<file path="src/rtl/ones_count_feeder.sv">
// Sequencer between a valid/ready word stream, a start/rdy bit-ones counter and a valid/ready result stream.
// Optional statistics outputs are built when FEEDER_STATS_EN is defined.
module ones_count_feeder #(
    parameter int unsigned DATA_W     = 8,
    parameter int unsigned CNT_W      = 4,
    parameter int unsigned FIFO_DEPTH = 4
) (
    input  logic              clk,
    input  logic              rst_b,
    input  logic              in_valid,
    input  logic [DATA_W-1:0] in_data,
    output logic              in_ready,
    output logic              cu_start,
    output logic [DATA_W-1:0] cu_data,
    input  logic              cu_rdy,
    input  logic [CNT_W-1:0]  cu_cnt,
    output logic              out_valid,
    output logic [CNT_W-1:0]  out_cnt,
    input  logic              out_ready
`ifdef FEEDER_STATS_EN
    ,
    output logic [15:0]       stat_words,
    output logic [23:0]       stat_ones
`endif
);

    localparam int unsigned PTR_W = (FIFO_DEPTH > 1) ? $clog2(FIFO_DEPTH) : 1;
    localparam int unsigned OCC_W = PTR_W + 1;

    typedef enum logic [4:0] {
        IDLE    = 5'b00001,
        ISSUE   = 5'b00010,
        WAIT_LO = 5'b00100,
        WAIT_HI = 5'b01000,
        OUT     = 5'b10000
    } state_t;

    state_t            state;
    logic [DATA_W-1:0] mem [FIFO_DEPTH];
    logic [PTR_W-1:0]  wr_ptr;
    logic [PTR_W-1:0]  rd_ptr;
    logic [OCC_W-1:0]  count;
    logic [OCC_W-1:0]  count_nxt;
    logic              push;
    logic              pop;

    assign push = in_valid && in_ready;
    assign pop  = (state == IDLE) && (count != '0) && cu_rdy;

    always_comb begin
        count_nxt = count;
        if (push && !pop) begin
            count_nxt = count + OCC_W'(1);
        end else if (pop && !push) begin
            count_nxt = count - OCC_W'(1);
        end
    end

    // Storage carries no reset; occupancy and pointers define what is valid.
    always_ff @(posedge clk) begin
        if (push) begin
            mem[wr_ptr] <= in_data;
        end
    end

    always_ff @(posedge clk or negedge rst_b) begin
        if (!rst_b) begin
            wr_ptr   <= '0;
            rd_ptr   <= '0;
            count    <= '0;
            in_ready <= 1'b1;
        end else begin
            if (push) begin
                wr_ptr <= wr_ptr + PTR_W'(1);
            end
            if (pop) begin
                rd_ptr <= rd_ptr + PTR_W'(1);
            end
            count    <= count_nxt;
            in_ready <= (count_nxt != OCC_W'(FIFO_DEPTH));
        end
    end

    // Job sequencer: one word in flight from pop until the result is accepted.
    always_ff @(posedge clk or negedge rst_b) begin
        if (!rst_b) begin
            state     <= IDLE;
            cu_start  <= 1'b0;
            cu_data   <= '0;
            out_valid <= 1'b0;
            out_cnt   <= '0;
        end else begin
            case (state)
                IDLE: begin
                    if (pop) begin
                        cu_data  <= mem[rd_ptr];
                        cu_start <= 1'b1;
                        state    <= ISSUE;
                    end
                end
                ISSUE: begin
                    cu_start <= 1'b0;
                    state    <= WAIT_LO;
                end
                WAIT_LO: begin
                    if (!cu_rdy) begin
                        state <= WAIT_HI;
                    end
                end
                WAIT_HI: begin
                    if (cu_rdy) begin
                        out_cnt   <= cu_cnt;
                        out_valid <= 1'b1;
                        state     <= OUT;
                    end
                end
                OUT: begin
                    if (out_ready) begin
                        out_valid <= 1'b0;
                        state     <= IDLE;
                    end
                end
                default: begin
                    cu_start  <= 1'b0;
                    out_valid <= 1'b0;
                    state     <= IDLE;
                end
            endcase
        end
    end

`ifdef FEEDER_STATS_EN
    always_ff @(posedge clk or negedge rst_b) begin
        if (!rst_b) begin
            stat_words <= '0;
            stat_ones  <= '0;
        end else if ((state == OUT) && out_valid && out_ready) begin
            stat_words <= stat_words + 16'(1);
            stat_ones  <= stat_ones + 24'(out_cnt);
        end
    end
`endif

endmodule
</file>
<file path="config.mk">
export PLATFORM = sky130hd
export DESIGN_NAME = ones_count_feeder
export DESIGN_NICKNAME = d
export VERILOG_FILES = /design/src/rtl/ones_count_feeder.sv
export SDC_FILE = /design/constraint.sdc
export NUM_CORES = 1
export LEC_CHECK = 0
export CAP_MARGIN = 20
export CORE_AREA = 2 2 79 81
export DETAILED_ROUTE_END_ITERATION = 16
export DIE_AREA = 0 0 81 83
export PLACE_DENSITY = 0.66
export REMOVE_ABC_BUFFERS = 1
export SLEW_MARGIN = 25
export SYNTH_ARGS = -nofsm -noshare
export SYNTH_HDL_FRONTEND = slang
export SYNTH_SLANG_ARGS = --single-unit
export TNS_END_PERCENT = 100
</file>
<file path="constraint.sdc">
create_clock -name clk -period 2.3 [get_ports clk]
set_input_delay 0.46 -clock clk [delete_from_list [all_inputs] [get_ports clk]]
set_output_delay 0.46 -clock clk [all_outputs]
set_load 0.01 [all_outputs]
</file>
==> results of run 1 <==
path summary, 6_finish.rpt:
kind,cells after the start,startpoint,end
min in group asynchronous,2,rst_b,wr_ptr[0]
max in group asynchronous,2,rst_b,state[0]
min,2,cu_data[5],cu_data[5]
min reg2reg,2,cu_data[5],cu_data[5]
max,4,state[0],count[2]
max reg2reg,4,state[0],count[2]
report_power, final:
part | internal (mW) | switching, mW | total [mW]
clock network | 0.408 | 0.448 | 0.857
logic | 0.785 | 0.620 | 1.41
registers | 1.46 | 0.291 | 1.75
worst min-delay path: stages, from the launching register on:
cell and delay (ps):
dfrtp_1 350, nand2_1 50, nand2_1 50
flip-flops by register name, summed over array words and instances (netlist names):
name	count
cu_start	1
count	3
cu_data	8
out_valid	1
out_cnt	4
rd_ptr	2
mem	32
wr_ptr	2
state	5
in_ready	1
metal layers:
layer | vias to the layer above | wire length [um] | global-route usage (%)
met2 | 40 | 2340 | 24.7
met5 | - | 0 | 0
met3 | 5 | 265 | 5.43
met1 | 771 | 2050 | 19.2
li1 | 781 | - | -
met4 | 0 | 44 | 5.55
cell usage in the layout (no fill, tap or decap), types with 3 or more instances in the layout:
| cell type | synthesis | routed |
|---|---|---|
| edfxtp_1 | 32 | 32 |
| clkdlybuf4s50_1 | 0 | 31 |
| nand2_1 | 30 | 30 |
| dfrtp_1 | 25 | 25 |
| clkbuf_8 | 0 | 9 |
| buf_4 | 0 | 9 |
| mux4_2 | 8 | 8 |
| ha_1 | 7 | 7 |
| o21ai_0 | 6 | 6 |
| and3_1 | 6 | 6 |
| inv_1 | 5 | 5 |
| nand3_1 | 5 | 5 |
| nor2b_1 | 4 | 4 |
| mux2_2 | 4 | 4 |
| xnor2_1 | 4 | 4 |
| nand2b_1 | 3 | 3 |
| and2_1 | 3 | 3 |
| nor4_1 | 3 | 3 |
| nor2_1 | 3 | 3 |
| nand3b_1 | 3 | 3 |
| nor3b_1 | 3 | 3 |
| inv_6 | 0 | 3 |
per-stage QoR:
step / total power [mW] / instances / setup WS (ps) / utilization [%]
floorplan: 2.58 / 180 / 215 / -
global placement: 3.15 / 295 / 173 / 51.8
detailed placement: 3.19 / 295 / 159 / 51.8
CTS: 4.06 / 311 / 165 / 55.0
global route: 4.29 / 311 / 69.6 / 55.0
finish: 4.01 / 311 / 159 / 55.0
synth_stat cells (4+ instances only):
| cell | number | area, sq um |
|---|---|---|
| edfxtp_1 | 32 | 961 |
| nand2_1 | 30 | 113 |
| dfrtp_1 | 25 | 626 |
| mux4_2 | 8 | 180 |
| ha_1 | 7 | 87.6 |
| and3_1 | 6 | 37.5 |
| o21ai_0 | 6 | 30.0 |
| clkbuf_1 | 5 | 18.8 |
| inv_1 | 5 | 18.8 |
| nand3_1 | 5 | 25.0 |
| mux2_2 | 4 | 45.0 |
| nor2b_1 | 4 | 25.0 |
| xnor2_1 | 4 | 35.0 |
final cells by class:
class | instances | area (sq um)
Multi-Input combinational cell | 116 | 885
Inverter | 5 | 18.8
Clock buffer | 9 | 124
Tap cell | 75 | 93.8
Sequential cell | 59 | 1640
Fill cell | 516 | 2620
Timing Repair Buffer | 40 | 378
Clock inverter | 7 | 58.8
kinds of logic (layout without fill, tap and decap cells):
kind of cell    after synthesis  after routing  share of synthesized area [%]
buf+inv                      16             61                           2.75
flops                        59             59                           63.2
xor+xnor                      5              5                           1.69
fa+ha+maj                     7              7                           3.37
simple gates                 72             72                           14.8
compound gates               20             20                           5.54
mux                          12             12                           8.68
==> metrics.md, run 1 <==
| Metric | Value |
|---|---|
| Top FF cell, synth | edfxtp_1 |
| Vias in the first global route | between 1500 and 2000 |
| Relative slew margins | approximately 59% |
| Synthesized instance count | 191 |
| RePlAce Congestion | 0.774 |
| First-pass GRT wire length | ~7700 um |
| Die outline area | 0.00672 sq mm |
| CTS tree | built |
| Die H | 83 um |
| # setup viols final | 0 |
| Critical path class | reg2reg |
| Cts hold-fix bufs | 0 |
| Number of synthesized register bits | 59 |
| Synth Cell Area | 0.00259 sq mm |
| CTS clk-pin slew, worst paths | 80 ps |
| Seq/Total Area, Yosys | a little over three fifths |
| Area Overhead vs Synth | 23.2% |
| CTS HTree Levels | 3 |
| Placed Area | 0.00301 sq mm |
| Post-CTS setup buffers | 0 |
| Synth warnings | 0 |
| CP required | 2530 ps |
| GRT Overall Usage | between 10% and 20% |
| Post-Route WL | approximately 4700 um |
| Initial Util | approximately 45% |
| Final HPWL DP | 3200 um |
| CTS sink count | just under 60 |
| Total number of vias | around 1600 |
| Routed Antenna Nets | 0 |
| Yosys cell types | between 40 and 50 |
| Ports | 32 |
| CP max stage cell | dfstp_2 |
| Critical Path AT | 2370 ps |
| Pleak | 1.29 nW |
| DR WL/cell | between 15 and 20 um |
| Pre-antenna DRT Iters | 4 |
| Largest net degree at the start of global routing | 28 |
| Fin crit period | around 2100 ps |
| Fraction of registers with async set/reset | a little under half |
| Total gr overflow | 0 |
| Worst path bufs/invs | 0 |
| Vias per cell | between 5 and 6 |
| Status | finished clean |
| Crit start category | register |
| Worst path max stage delay | between 600 and 700 ps |
| Type of the tightest min-delay check | reg2reg |
| Final #Nets | 255 |
| Root buf cell | clkbuf_8 |
| Port Buf Inserts | 31 |
| Remaining DRCs | 0 |
| Die X-Extent | slightly above 80 um |
| Initial antenna violation count | 0 |
| Final hold vios | 0 |
| CTS resizes | 0 |
| CTS buffer count | 9 |
| Layout cell share with drive strength beyond 1 | 17.8% |
| Iteration-0 DRC Markers | 53 |
| Maximum vdd drop | 583 uV |
| MaxCap Viol Count | 0 |
| Final Max Tran Viols | 0 |
| Pwr dens | between 1000 and 1500 mW/mm^2 |
| TNS Setup | 0 ps |
| CP Cell Sequence | or4b_4, o311a_1, or3_1, and2_1 |
| Number of synthesized flops with an enable pin | 32 |
| Mean Syn Cell Area | approximately 14 sq um |
| RSZ-0062 raised after global routing | no |
| Final period util | a little over 90% |
| Floorplan core area | 0.00582 sq mm |
| Peak Freq | between 0.4 and 0.5 GHz |
| # diodes | 0 |
| Crit path max-delay family | simple AND/OR/NAND/NOR gates |
| Worst skew pair latency | roughly 330 ps |
| Worst Clk Skew | 12.0 ps |
| Clock Tree Buf Depth | 2 |
| Reg-to-reg setup timing slack | roughly 160 ps |
| CP Capture Type | register |
| Rows | 28 |
| Final Instance Area | 0.00320 sq mm |
| Worst hold slack | 476 ps |
| Worst slew pin tran | 617 ps |
| Worst Path Max Fanout | 12 |
Power figures use the tool's default switching activity.
==> run 2, diff against run 1 <==
- ABC_AREA: not set -> 1
- CORE_AREA: 2 2 79 81 -> 2 2 78 80
- DIE_AREA: 0 0 81 83 -> 0 0 80 82
==> metrics.md, run 2 <==
| Metric | Value |
|---|---|
| Remaining DRCs | 0 |
| Placed Area | between 0.002 and 0.003 sq mm |
| Pleak | approximately 1.3 nW |
| Die outline area | roughly 0.0066 sq mm |
| Die H | 82 um |
| Rows | 28 |
| Fin crit period | 1850 ps |
| Worst hold slack | slightly below 500 ps |
| Final HPWL DP | between 3000 and 4000 um |
| Synth Cell Area | 0.00250 sq mm |
| Largest reg by FF count | mem |
| Clock Tree Buf Depth | 2 |
| Critical Path AT | ~1400 ps |
| Relative slew margins | 69.5% |
| Crit path max-delay family | flip-flops |
| CP required | 1840 ps |
| Pre-CTS WS | about 490 ps |
| Fraction of registers with async set/reset | around 46% |
| # placed instances | between 300 and 400 |
| Largest regs | mem x32, cu_data x8, state x5 |
| Simple-gate share of the synthesized area | 16.4% |
| CTS resizes | 0 |
| Most frequent cells after synthesis | nor2_1 (56), edfxtp_1 (32), dfrtp_1 (25), nand2_1 (22) |
| Total number of vias | 1677 |
| Sw Share | between 30% and 40% |
| Number of synthesized flops with an enable pin | 32 |
| Largest net degree at the start of global routing | 28 |
| Final Instance Area | approximately 0.0031 sq mm |
| Crit start category | register |
| Main combinational cell family by area after synthesis | simple AND/OR/NAND/NOR gates |
| Area Overhead vs Synth | 24.5% |
| Final period util | roughly four fifths |
| Pwr dens | about 1300 mW/mm^2 |
| Seq/Total Area, Yosys | 65.4% |
| Vias in the first global route | 1537 |
| Cts hold-fix bufs | 0 |
| Maximum vdd drop | 597 uV |
| Commonest non-fill, non-tap cells in the layout | nor2_1 (56), edfxtp_1 (32), clkdlybuf4s50_1 (31), dfrtp_1 (25), nand2_1 (22) |
| Die X-Extent | 80 um |
| Worst Path Max Fanout | 2 |
| Final hold vios | 0 |
| Pre-antenna DRT Iters | 4 |
| CTS HTree Levels | 3 |
| CP Cell Sequence | clkdlybuf4s50_1 |
| MaxCap Viol Count | 0 |
| Total gr overflow | 0 |
| Vias per cell | slightly below 5 |
| Pint | 2.66 mW |
| Pwr Total | slightly above 4 mW |
| Area leader, netlist | edfxtp_1 |
| DR WL/cell | 13.1 um |
| Worst path max stage delay | between 500 and 600 ps |
| CTS tree | built |
| # diodes | 0 |
| Critical path class | reg2out |
| Worst skew pair latency | around 330 ps |
| Root buf cell | clkbuf_8 |
| Post-Route WL | around 4600 um |
| Final #Nets | ~290 |
| Routed Antenna Nets | 0 |
| Hold path start | cu_start |
| Post-synthesis mux area share | 1.80% |
| Top FF cell, synth | edfxtp_1 |
| CTS clk-pin slew, worst paths | about 60 ps |
| Floorplan core area | around 0.0057 sq mm |
| Ports | 32 |
| Final Max Tran Viols | 0 |
| Combinational share of power | a little under two fifths |
| Largest cells by area after synthesis | edfxtp_1 (38%), dfrtp_1 (25%), nor2_1 (8.4%) |
| First-pass GRT wire length | just over 7000 um |
| Fillers | 511 |
| Worst Clk Skew | 5.51 ps |
| Worst path bufs/invs | 1 |
| Synth warnings | 0 |
| CP max stage cell | dfstp_2 |
| Post-synthesis xor/xnor area fraction | under 10% |
| Count leader, synth | nor2_1 |
| RSZ-0062 raised after global routing | no |
| Status | finished clean |
| R2R Path Start | count[0] |
| Iteration-0 DRC Markers | 88 |
| Initial antenna violation count | 0 |
| TNS Setup | 0 ps |
| Number of synthesized register bits | about 60 |
| Final setup margin | approximately 450 ps |
| Post-CTS setup buffers | 0 |
| Yosys cell types | 28 |
| CP Capture Type | primary output |
| P_sw | between 1 and 1.5 mW |
| # setup viols final | 0 |
| Part of the power in registers | 40.2% |
| Synth Area in Adders | approximately 3.5% |
| Max reg flops | 32 |
| Worst slew pin tran | roughly 460 ps |
| Port Buf Inserts | 31 |
| Peak Freq | between 0.5 and 0.6 GHz |
| GRT Overall Usage | about 16% |
| Synth Area in Compound Gates | 7.24% |
| Utilization after layout | about 54% |
| Critical Path Start | in_ready |
| Type of the tightest min-delay check | reg2reg |
| Layout cell share with drive strength beyond 1 | 14.3% |
| Initial Util | 43.6% |
| Area share of the largest cell type after synthesis | between 30% and 40% |
| CTS buffer count | 9 |
| Synthesized instance count | between 200 and 250 |
| Commonest non-fill, non-tap cell in the layout | nor2_1 |
| Clock power share | roughly 22% |
| CTS sink count | 59 |
| RePlAce Congestion | between 0.8 and 0.9 |
| Mean Syn Cell Area | roughly 11 sq um |
| Final Non-Filler Cells | about 350 |
## run 2: changes by cell type in the layout (fill, tap and decap cells not counted), moves of 6 or more
cell,delta
a31oi_1,+7
and3_1,-6
inv_1,+14
mux4_2,-8
nand2_1,-8
nor2_1,+53
o21ai_0,+13
## run 2: power groups by stage
stage / Combinational, mW / Sequential [mW] / Clock (mW)
4_1_cts: 1.57 / 1.66 / 0.938
6_report: 1.54 / 1.65 / 0.914
3_5_place_dp: 1.56 / 1.67 / 0
5_1_grt: 1.73 / 1.69 / 0.993
2_1_floorplan: 0.920 / 1.71 / 0
3_3_place_gp: 1.53 / 1.67 / 0
## run 2: layout make-up
type | instances | area (sq um) | share of cell area, %
flip-flops and latches | 59 | 1640 | 52.6
multi-input cells | 141 | 759 | 24.4
repair buffers | 37 | 355 | 11.4
clock buffers | 11 | 141 | 4.53
well taps | 75 | 93.8 | 3.01
inverters | 20 | 76.3 | 2.45
clock inverters | 5 | 52.6 | 1.69
## run 2: logic make-up (layout without fill, tap and decap cells)
| group | Yosys count | in the layout |
|---|---|---|
| flops | 59 | 59 |
| mux | 4 | 4 |
| fa+ha+maj | 7 | 7 |
| simple gates | 95 | 95 |
| buf+inv | 25 | 73 |
| xor+xnor | 4 | 4 |
| compound gates | 31 | 31 |
## run 2: worst paths after layout
kind,cells after the start,slack (ps),to
worst max-delay path,1,450,in_ready
worst min-delay path,2,490,cu_start
worst max register to register,7,800,cu_data[5]
worst min register to register,2,490,cu_start
max in group asynchronous,2,1500,state[0]
min in group asynchronous,2,500,state[3]
## run 2: layer usage
| metal | track usage (%) | wire length (um) | up-vias |
|---|---|---|---|
| met3 | 6.26 | 215 | 9 |
| met1 | 18.8 | 2050 | 782 |
| met4 | 7.63 | 115 | 0 |
| met5 | 0 | 0 | - |
| li1 | - | - | 837 |
| met2 | 24.2 | 2180 | 49 |
==> run 3, diff against run 2 <==
- PLACE_DENSITY: 0.66 -> 0.68
- clock period: 2.3 -> 1.7 ns (I/O delays scaled with it)
==> metrics.md, run 3 (synthesis results as in run 2) <==
| Metric | Value |
|---|---|
| Type of the tightest min-delay check | in2async |
| Initial antenna violation count | 0 |
| Die X-Extent | approximately 80 um |
| Area Overhead vs Synth | 26.2% |
| Ports | 32 |
| # diodes | 0 |
| RSZ-0062 raised after global routing | no |
| CP Cell Sequence | clkdlybuf4s50_1 |
| Met2 wire len | 2190 um |
| Status | finished clean |
| CTS sink count | approximately 60 |
| Total gr overflow | 0 |
| DR WL/cell | approximately 13 um |
| Area of the multi-input gates | ~760 sq um |
| Pleak | 1.34 nW |
| Worst Path Max Fanout | 2 |
| Maximum vdd drop | approximately 1100 uV |
| First-pass GRT wire length | roughly 7500 um |
| Worst skew pair latency | roughly 330 ps |
| Rows | 28 |
| CP required | approximately 1400 ps |
| Floorplan core area | ~0.0057 sq mm |
| Worst slew pin tran | about 460 ps |
| Iteration-0 DRC Markers | 87 |
| Post-Route WL | approximately 4500 um |
| Crit start category | register |
| Routed Antenna Nets | 0 |
| Final HPWL DP | 2960 um |
| Final Instance Area | 0.00316 sq mm |
| Vias in the first global route | between 1500 and 2000 |
| Port Buf Inserts | 31 |
| Largest net degree at the start of global routing | 28 |
| FF/Latch Area | roughly 0.0016 sq mm |
| CP max stage cell | clkdlybuf4s50_1 |
| Vias per cell | 4.77 |
| Final hold vios | 0 |
| Post-CTS setup buffers | 0 |
| Die outline area | 0.00656 sq mm |
| Crit path max-delay family | buffers and inverters |
| Fin crit period | 1580 ps |
| Fillers | between 500 and 600 |
| Worst Clk Skew | about 6.4 ps |
| RePlAce Congestion | 0.763 |
| Final #Nets | 296 |
| Relative slew margins | between 60% and 70% |
| CTS tree | built |
| GRT Overall Usage | 15.8% |
| Max reg flops | 32 |
| CP Capture Type | primary output |
| Pwr dens | approximately 1800 mW/mm^2 |
| Critical Path AT | ~1200 ps |
| Met1 wire length | around 2000 um |
| CTS buffer count | 9 |
| Largest regs | mem x32, cu_data x8, state x5 |
| Commonest non-fill, non-tap cells in the layout | nor2_1 (56), edfxtp_1 (32), clkdlybuf4s50_1 (30), dfrtp_1 (25), nand2_1 (22) |
| Root buf cell | clkbuf_8 |
| Largest reg by FF count | mem |
| Layout cell share with drive strength beyond 1 | between 10 and 15% |
| CTS clk-pin slew, worst paths | roughly 70 ps |
| # setup viols final | 0 |
| Final Max Tran Viols | 0 |
| Clock Tree Buf Depth | 2 |
| Top layer in use | met4 |
| MaxCap Viol Count | 0 |
| Worst path max stage delay | between 500 and 600 ps |
| Peak Freq | about 0.63 GHz |
| Die H | 82 um |
| Pre-antenna DRT Iters | 4 |
| CTS HTree Levels | 3 |
| Final period util | 92.7% |
| Initial Util | between 40% and 50% |
| Wire length on met3 | between 200 and 250 um |
| TNS Setup | 0 ps |
| Placed Area | 0.00295 sq mm |
| Worst path bufs/invs | 1 |
| Commonest non-fill, non-tap cell in the layout | nor2_1 |
| Remaining DRCs | 0 |
| Critical path class | reg2out |
| Total number of vias | roughly 1700 |
==> run 3: final timing paths <==
kind	start	end	slack, ps	depth (start not counted)
worst max-delay path	cu_data[5]	cu_data[5]	120	1
worst min-delay path	rst_b	out_cnt[2]	390	2
worst min register to register	cu_start	cu_start	480	2
max in group asynchronous	rst_b	in_ready	990	2
worst max register to register	count[0]	cu_data[3]	200	7
min in group clk	cu_start	cu_start	480	2
==> run 3: report_power, final <==
group          switching, mW  internal (mW)
Sequential             0.199           1.98
Clock                  0.531          0.821
Combinational           1.24          0.931
Total                   1.97           3.74
==> run 3: final cells by class <==
class | instances | area share [%]
Tap cell | 75 | 2.97
Multi-Input combinational cell | 141 | 24.0
Timing Repair Buffer | 41 | 12.1
Clock inverter | 5 | 2.45
Sequential cell | 59 | 51.8
Inverter | 20 | 2.41
Clock buffer | 11 | 4.16
==> run 3: timing repair <==
| item | 4_1_cts | 5_1_grt |
|---|---|---|
| hold buffers | 0 | 0 |
| resized for setup | 1 | 0 |
| hold endpoints to repair | 0 | 0 |
| endpoints found under the setup margin | 1 | 0 |
==> run 3: metrics by stage <==
step / power [mW] / hold slack, ps / setup WS [ps] / instances / utilization (%)
detailed placement: 4.40 / 473 / -13.2 / 336 / 51.4
global placement: 4.37 / 480 / 19.2 / 336 / 51.4
finish: 5.71 / 390 / 124 / 352 / 55.0
CTS: 5.77 / 392 / 99.9 / 352 / 55.0
floorplan: 3.56 / 44.4 / 242 / 220 / -
global route: 6.17 / 426 / 2.33 / 352 / 55.0
==> run 3: per-layer routing <==
layer / vias to the layer above / global-route usage (%)
met5: - / 0
met4: 0 / 7.63
met3: 6 / 5.93
met2: 50 / 26.8
met1: 784 / 17.7
li1: 840 / -
